===== src/rtl/router_fsm.sv =====
// router_fsm: input-side control FSM for a 1x3 packet router.
// Decodes the 2-bit destination address, sequences header/payload/parity
// loading into the register block and the addressed output FIFO, and stalls
// the source while the FIFO is full or not yet drained.
// Outputs are registered from the next state, so each flag is valid in the
// same cycle the FSM occupies the corresponding state.
module router_fsm (
  input  logic       clk,
  input  logic       resetn,
  input  logic       pkt_valid,
  input  logic [1:0] data_in,
  input  logic       fifo_empty_0,
  input  logic       fifo_empty_1,
  input  logic       fifo_empty_2,
  input  logic       soft_reset_0,
  input  logic       soft_reset_1,
  input  logic       soft_reset_2,
  input  logic       fifo_full,
  input  logic       low_pkt_valid,
  input  logic       parity_done,
  output logic       busy,
  output logic       detect_add,
  output logic       lfd_state,
  output logic       ld_state,
  output logic       laf_state,
  output logic       full_state,
  output logic       write_en_reg,
  output logic       rst_int_reg
);

  typedef enum logic [2:0] {
    DECODE_ADDRESS     = 3'd0,
    LOAD_FIRST_DATA    = 3'd1,
    LOAD_DATA          = 3'd2,
    LOAD_PARITY        = 3'd3,
    FIFO_FULL_STATE    = 3'd4,
    LOAD_AFTER_FULL    = 3'd5,
    WAIT_TILL_EMPTY    = 3'd6,
    CHECK_PARITY_ERROR = 3'd7
  } state_t;

  state_t     state;
  state_t     next_state;
  logic [1:0] addr;

  logic       empty_in;    // empty flag of the FIFO named by data_in
  logic       empty_addr;  // empty flag of the FIFO latched in addr
  logic       soft_hit;    // timeout on the FIFO this packet is routed to

  // Select per-FIFO status by the incoming and the latched address.
  always_comb begin
    // NOTE: every signal gets a default first so no path leaves it unassigned,
    // which would otherwise infer a latch.
    empty_in   = 1'b0;
    empty_addr = 1'b0;
    soft_hit   = 1'b0;
    case (data_in)
      2'd0:    empty_in = fifo_empty_0;
      2'd1:    empty_in = fifo_empty_1;
      2'd2:    empty_in = fifo_empty_2;
      default: empty_in = 1'b0;
    endcase
    case (addr)
      2'd0: begin empty_addr = fifo_empty_0; soft_hit = soft_reset_0; end
      2'd1: begin empty_addr = fifo_empty_1; soft_hit = soft_reset_1; end
      2'd2: begin empty_addr = fifo_empty_2; soft_hit = soft_reset_2; end
      default: begin empty_addr = 1'b0; soft_hit = 1'b0; end
    endcase
  end

  // Next-state rules; a timeout on the addressed FIFO aborts from any state.
  always_comb begin
    next_state = state;
    if (soft_hit) begin
      next_state = DECODE_ADDRESS;
    end else begin
      case (state)
        DECODE_ADDRESS: begin
          if (pkt_valid && (data_in != 2'd3))
            next_state = empty_in ? LOAD_FIRST_DATA : WAIT_TILL_EMPTY;
        end
        LOAD_FIRST_DATA: next_state = LOAD_DATA;
        LOAD_DATA: begin
          if (fifo_full)       next_state = FIFO_FULL_STATE;
          else if (!pkt_valid) next_state = LOAD_PARITY;
        end
        LOAD_PARITY: next_state = CHECK_PARITY_ERROR;
        CHECK_PARITY_ERROR:
          next_state = fifo_full ? FIFO_FULL_STATE : DECODE_ADDRESS;
        FIFO_FULL_STATE: begin
          if (!fifo_full) next_state = LOAD_AFTER_FULL;
        end
        LOAD_AFTER_FULL: begin
          if (parity_done)        next_state = DECODE_ADDRESS;
          else if (low_pkt_valid) next_state = LOAD_PARITY;
          else                    next_state = LOAD_DATA;
        end
        WAIT_TILL_EMPTY: begin
          if (empty_addr) next_state = LOAD_FIRST_DATA;
        end
        default: next_state = DECODE_ADDRESS;
      endcase
    end
  end

  // State, address capture and registered Moore outputs decoded from next_state.
  always_ff @(posedge clk) begin
    // NOTE: sequential state uses non-blocking assignments so every register
    // samples pre-edge values regardless of statement order.
    if (resetn) begin
      state        <= DECODE_ADDRESS;
      addr         <= 2'd0;
      busy         <= 1'b0;
      detect_add   <= 1'b1;
      lfd_state    <= 1'b0;
      ld_state     <= 1'b0;
      laf_state    <= 1'b0;
      full_state   <= 1'b0;
      write_en_reg <= 1'b0;
      rst_int_reg  <= 1'b0;
    end else begin
      state <= next_state;
      if (state == DECODE_ADDRESS)
        addr <= data_in;
      busy         <= !((next_state == DECODE_ADDRESS) || (next_state == LOAD_DATA));
      detect_add   <= (next_state == DECODE_ADDRESS);
      lfd_state    <= (next_state == LOAD_FIRST_DATA);
      ld_state     <= (next_state == LOAD_DATA);
      laf_state    <= (next_state == LOAD_AFTER_FULL);
      full_state   <= (next_state == FIFO_FULL_STATE);
      write_en_reg <= (next_state == LOAD_DATA) || (next_state == LOAD_PARITY) ||
                      (next_state == LOAD_AFTER_FULL);
      rst_int_reg  <= (next_state == CHECK_PARITY_ERROR);
    end
  end

endmodule


===== config.mk =====
export PLATFORM = sky130hd
export DESIGN_NAME = router_fsm
export DESIGN_NICKNAME = d
export VERILOG_FILES = /design/src/rtl/router_fsm.sv
export SDC_FILE = /design/constraint.sdc
export NUM_CORES = 1
export LEC_CHECK = 0
export BUFFER_PORTS_ARGS = -buffer_cell sky130_fd_sc_hd__buf_4
export CAP_MARGIN = 20
export CORE_MARGIN = 4
export CORE_UTILIZATION = 47
export DETAILED_ROUTE_END_ITERATION = 8
export PLACE_DENSITY_LB_ADDON = 0.3
export SETUP_SLACK_MARGIN = 0.1
export SYNTH_ARGS = -nofsm -noshare
export SYNTH_HDL_FRONTEND = slang
export SYNTH_SLANG_ARGS = --single-unit

===== constraint.sdc =====
create_clock -name clk -period 2.01 [get_ports clk]
set_input_delay 0.1005 -clock clk [delete_from_list [all_inputs] [get_ports clk]]
set_output_delay 0.1005 -clock clk [all_outputs]
set_load 0.02 [all_outputs]

Word-level counts from Yosys, hierarchy flattened

Cells that the tools add are included.

Equality and inequality tests: 18
Multiplexer cells: 14
Reduce and logical (&&, ||, !) cells: 9

Operator list:

| kind                                                                   | number |
|---|---|
| 3-bit two-way mux                                                      | 8 |
| 3-bit case mux with 8 select lines                                     | 1 |
| 3-bit equality test (second input constant)                            | 7 |
| 3-bit by 2-bit equality test with 1-bit output (second input constant) | 4 |
| 1-bit case mux with 3 select lines                                     | 3 |
| 3-bit by 1-bit equality test with 1-bit output (second input constant) | 2 |
| 3-bit logical NOT                                                      | 2 |
| 2-bit by 1-bit equality test with 1-bit output (second input constant) | 2 |
| 2-bit equality test (second input constant)                            | 2 |
| 2-bit logical NOT                                                      | 2 |
| 1-bit logical OR                                                       | 3 |
| 2-bit two-way mux                                                      | 1 |
| 2-bit inequality test (second input constant)                          | 1 |
| 1-bit logical AND                                                      | 1 |
| 1-bit logical NOT                                                      | 1 |
| 1-bit two-way mux                                                      | 1 |

Register bits after elaboration: 13
Bits of input ports: 14
Word-level logic and storage cells: 51

Depth between registers and ports, before layout

Depth in word-level cells: 9
Depth in mapped cells: 6
Depth with buffers taken out: 5

Worst setup path before layout

No wires, ideal clock.

Path kind: flip-flop to flip-flop
From: reg addr[0]
To: reg rst_int_reg
Setup time: 0.092 ns
Data arrival time: 1.422 ns
Slack: 0.496 ns
Stages on the path, launching flop included: 6
Buffers on the path: 0
Period minus slack after synthesis: 1.514 ns
Path through: dfxtp_1 -> mux2_4 -> a21oi_4 -> o31a_1 -> nand2_2 -> nor4_1

Word-level cells in the longest chain between the ends: 6
Elaborated cells on any way between the ends: 9

Ends and longest elaborated chain:

| item                                              | RTL line | source |
|---|---|---|
| start: declaration                                | 44       | `logic [1:0] addr;` |
| start signal: assignment                          | 124      | `addr <= data_in;` |
| 2-bit equality test, or another cell as far along | 63       | `case (addr)` |
| 1-bit case mux with 3 select lines                | 63       |  |
| 3-bit two-way mux                                 | 99       | `if (empty_addr) next_state = LOAD_FIRST_DATA;` |
| 3-bit case mux with 8 select lines                | 77       | `case (state)` |
| 3-bit two-way mux (*)                             | 74       | `if (soft_hit) begin` |
| 3-bit equality test (*)                           | 133      | `rst_int_reg <= (next_state == CHECK_PARITY_ERROR);` |
| end signal: assignment                            | 133      |  |
| end: declaration                                  | 28       | `output logic rst_int_reg` |

Mark *: on every way between the ends. The rest lies on a longest branch, timed or not.
A chain may end at the register's enable or synchronous reset.

Worst setup path after layout

From: reg addr[0]
To: reg lfd_state

Word-level cells in the longest chain between the ends: 6
Elaborated cells on any way between the ends: 9

Ends and longest elaborated chain:

| item                                               | RTL line | source |
|---|---|---|
| 2-bit equality test, or another cell as far along  | 63       |  |
| 1-bit case mux with 3 select lines                 | 63       |  |
| 3-bit two-way mux                                  | 99       |  |
| 3-bit case mux with 8 select lines                 | 77       |  |
| 3-bit two-way mux (*)                              | 74       |  |
| 3-bit by 1-bit equality test with 1-bit output (*) | 127      | `lfd_state <= (next_state == LOAD_FIRST_DATA);` |
| end signal: assignment                             | 127      |  |
| end: declaration                                   | 23       | `output logic lfd_state,` |

Marks and branches as above.

==> run summary <==
### Timing
• worst slew pin tran: 0.532 ns
• final number of setup-violating endpoints: 0
• final critical-path share of the clock period: 0.874
• Max Clk Rate: 569 MHz
• worst slew margin relative to its limit: 0.642
• worst clock skew: 0.00349 ns
• count of final hold-check violations: 0
• total negative slack for setup checks: 0 ns
• final count of pins violating max slew: 0
• time the worst path needs with I/O delays and setup: 1.76 ns
• worst hold slack: 0.0822 ns
• setup repair after global routing missed its margin: false

### Routing
• DRC: 0
• first-pass detailed-route iteration total: 4
• met2 wire length: 769 um
• WL per Instance: 13.2 um
• Iter 0 DRT Violations: 12
• number of nets with antenna violations after routing: 0
• Highest Signal Layer: met4
• post-detailed-routing wire length: 1560 um
• post-DR vias/cell: 5.80
• met3 wire length: 91 um
• total number of vias: 684
• post-route met1 wirelength: 687 um

### Final layout
• most frequent cells in the layout: buf_4 (21), dfxtp_1 (13), nand2_1 (6)
• final core occ: 0.622
• largest registers in the final layout: state: 3 flops, addr: 2 flops
• leading cell type in the layout, fill and taps excluded: buf_4
• Layout Nets: 117
• share of layout cells above drive strength 1: 0.382
• post-synthesis to final-layout area growth: 23.3%
• register containing the most flip-flops in the final layout: state
• max FFs per register: 3
• ant diodes: 0

### Pwr
• Clk network pwr share: 0.175
• leakage power: 0.399 nW
• Sw Ratio: 0.360
• Pwr per Cell Area: 913 nW/um2
• net switching power: 0.312 mW
• power share of the sequential group: 0.390
• maximum vdd ir drop: 0.570 mV
• internal portion of total power: 0.554 mW
• part of the total power dissipated in combinational logic: 0.435

### Yosys
• Syn. warnings: 0
• count of state elements after synthesis: 13
• post-synthesis average cell area: 9.62 um2
• fraction of registers with async set/reset: 0
• mux share of post-synthesis cell area: 0.0455
• Syn Inst Count: 80
• share of synthesized cell area in full adder, half adder and majority cells: 0
• post-synthesis share of cell area spent on xor and xnor gates: 0
• sequential area share after synthesis: 0.338
• post-synthesis net count: 94
• mapped cell area: 769 um2
• commonest register cell after synthesis: dfxtp_1
• combinational family with the most area after synthesis: simple AND/OR/NAND/NOR gates
• number of flops mapped to enable cells by yosys: 0
• count of distinct cell types in the synthesized netlist: 39
• area fraction in and, or, nand and nor cells after synthesis: 0.314
• share of the synthesized area in compound gates (AO/OA/AOI/OAI): 0.255

### Clocking
• number of buffers added by the clock tree synthesis step: 3
• clock transition at the registers of the reported paths: 0.07 ns
• # clock sinks: 13
• H-tree levels: 1
• largest buffer count on any clock path: 2
• clock tree from TritonCTS: yes
• setup bufs post-CTS: 0
• Clk Latency, worst-skew pair: 0.27 ns
• post-CTS resize count: 0
• Post-CTS Hold Fix Bufs: 0
• cell at the root of the clock tree: clkbuf_4

### Critical path
• reg-to-reg critical path startpoint: addr[0]
• CP arrival: 1.93 ns
• setup slack, reg-to-reg: 0.25 ns
• cell family with most CP delay: flip-flops
• crit path max fanout: 6
• Worst setup EP type: register
• Slowest-stage cell, CP: dfxtp_1
• crit path launch type: register
• Critical Setup Path Class: reg2reg
• cell-by-cell trace of the critical path: mux2_4 -> a21oi_4 -> o31a_1 -> nand2_2 -> nor4bb_1
• delay of the slowest cell on the worst path: 0.46 ns
• endpoint required time on the critical path: 2.19 ns
• worst reg2reg endpoint: lfd_state
• Bufs and invs on worst path: 0
• r2r worst-path depth: 5

### Placement
• final weighted congestion of routability-driven global placement: 0.808
• Port Buffer Count: 21
• DP Wirelength: 1220 um

### Status
• outcome: completed

### Die
• floorplan die width: 48.5 um
• die boundary height: 48.5 um
• initial core utilization: 0.505
• standard-cell row count: 14
• Core ar.: 1520 um2
• Boundary Pins: 22
• Total Die Area: 2350 um2

### Global route
• residual overflow from global routing: 0
• global-route usage over all layers: 0.140
• global-route wire length before repair: 2770 um
• antenna violations before repair: 0
• vias in the first global route: 664
• maximum number of pins on one net before global-route repair: 13

### Worst hold path
• destination of the worst hold path: addr[0]
• start point of the worst min-delay path: resetn
• Min-Delay Path Depth: 2
• Hold Path Class: in2reg

### Flow run
• max-cap viol count: 0

## cells in the mapped netlist, drive strengths merged, types with 3 or more instances
cell    n  area (um2)
nor2b   3        18.8
a31oi   4        31.3
nand2   9        41.3
a21oi   6        41.3
nor2    5        18.8
and3b   3        27.5
dfxtp  13         260
inv     3        11.3
## per-stage QoR
step	instance area (um2)	power (mW)	setup WS, ns	std cells
finish	948	0.866	0.254	118
global route	948	0.929	0.145	118
CTS	948	0.871	0.270	118
detailed placement	922	0.718	0.293	114
global placement	922	0.710	0.311	114
floorplan	769	0.619	0.496	80
## how the worst max path moves through the flow
stage                  from          end  slack, ns  cells after the start
global route        addr[0]    lfd_state       0.14                      5
floorplan           addr[0]  rst_int_reg       0.50                      5
detailed placement  addr[0]    lfd_state       0.29                      5
finish              addr[0]    lfd_state       0.25                      5
CTS                 addr[0]    lfd_state       0.27                      5
global placement    addr[0]  rst_int_reg       0.31                      5
## layout make-up
type	count	area (um2)
fill	142	576
multi-input combinational	61	473
sequential	13	260
timing repair buffer	21	158
clock buffer	4	26.3
tap	16	20.0
inverter	3	11.3
## kinds of logic after synthesis
logic type / after synthesis
simple gates: 36
compound gates: 22
buf+inv: 6
flops: 13
mux: 3
## routing by layer
layer / vias up / global-route usage
met5: - / 0
met4: 0 / 0.0269
met3: 2 / 0.0583
met2: 14 / 0.228
met1: 328 / 0.173
li1: 340 / -
## power by group through the flow
stage,registers (mW),logic (mW),clock network (mW)
floorplan,0.358,0.260,0
global placement,0.343,0.367,0
detailed placement,0.343,0.375,0
CTS,0.337,0.377,0.156
global route,0.347,0.414,0.169
finish,0.338,0.376,0.152
Power figures use the tool's default switching activity.
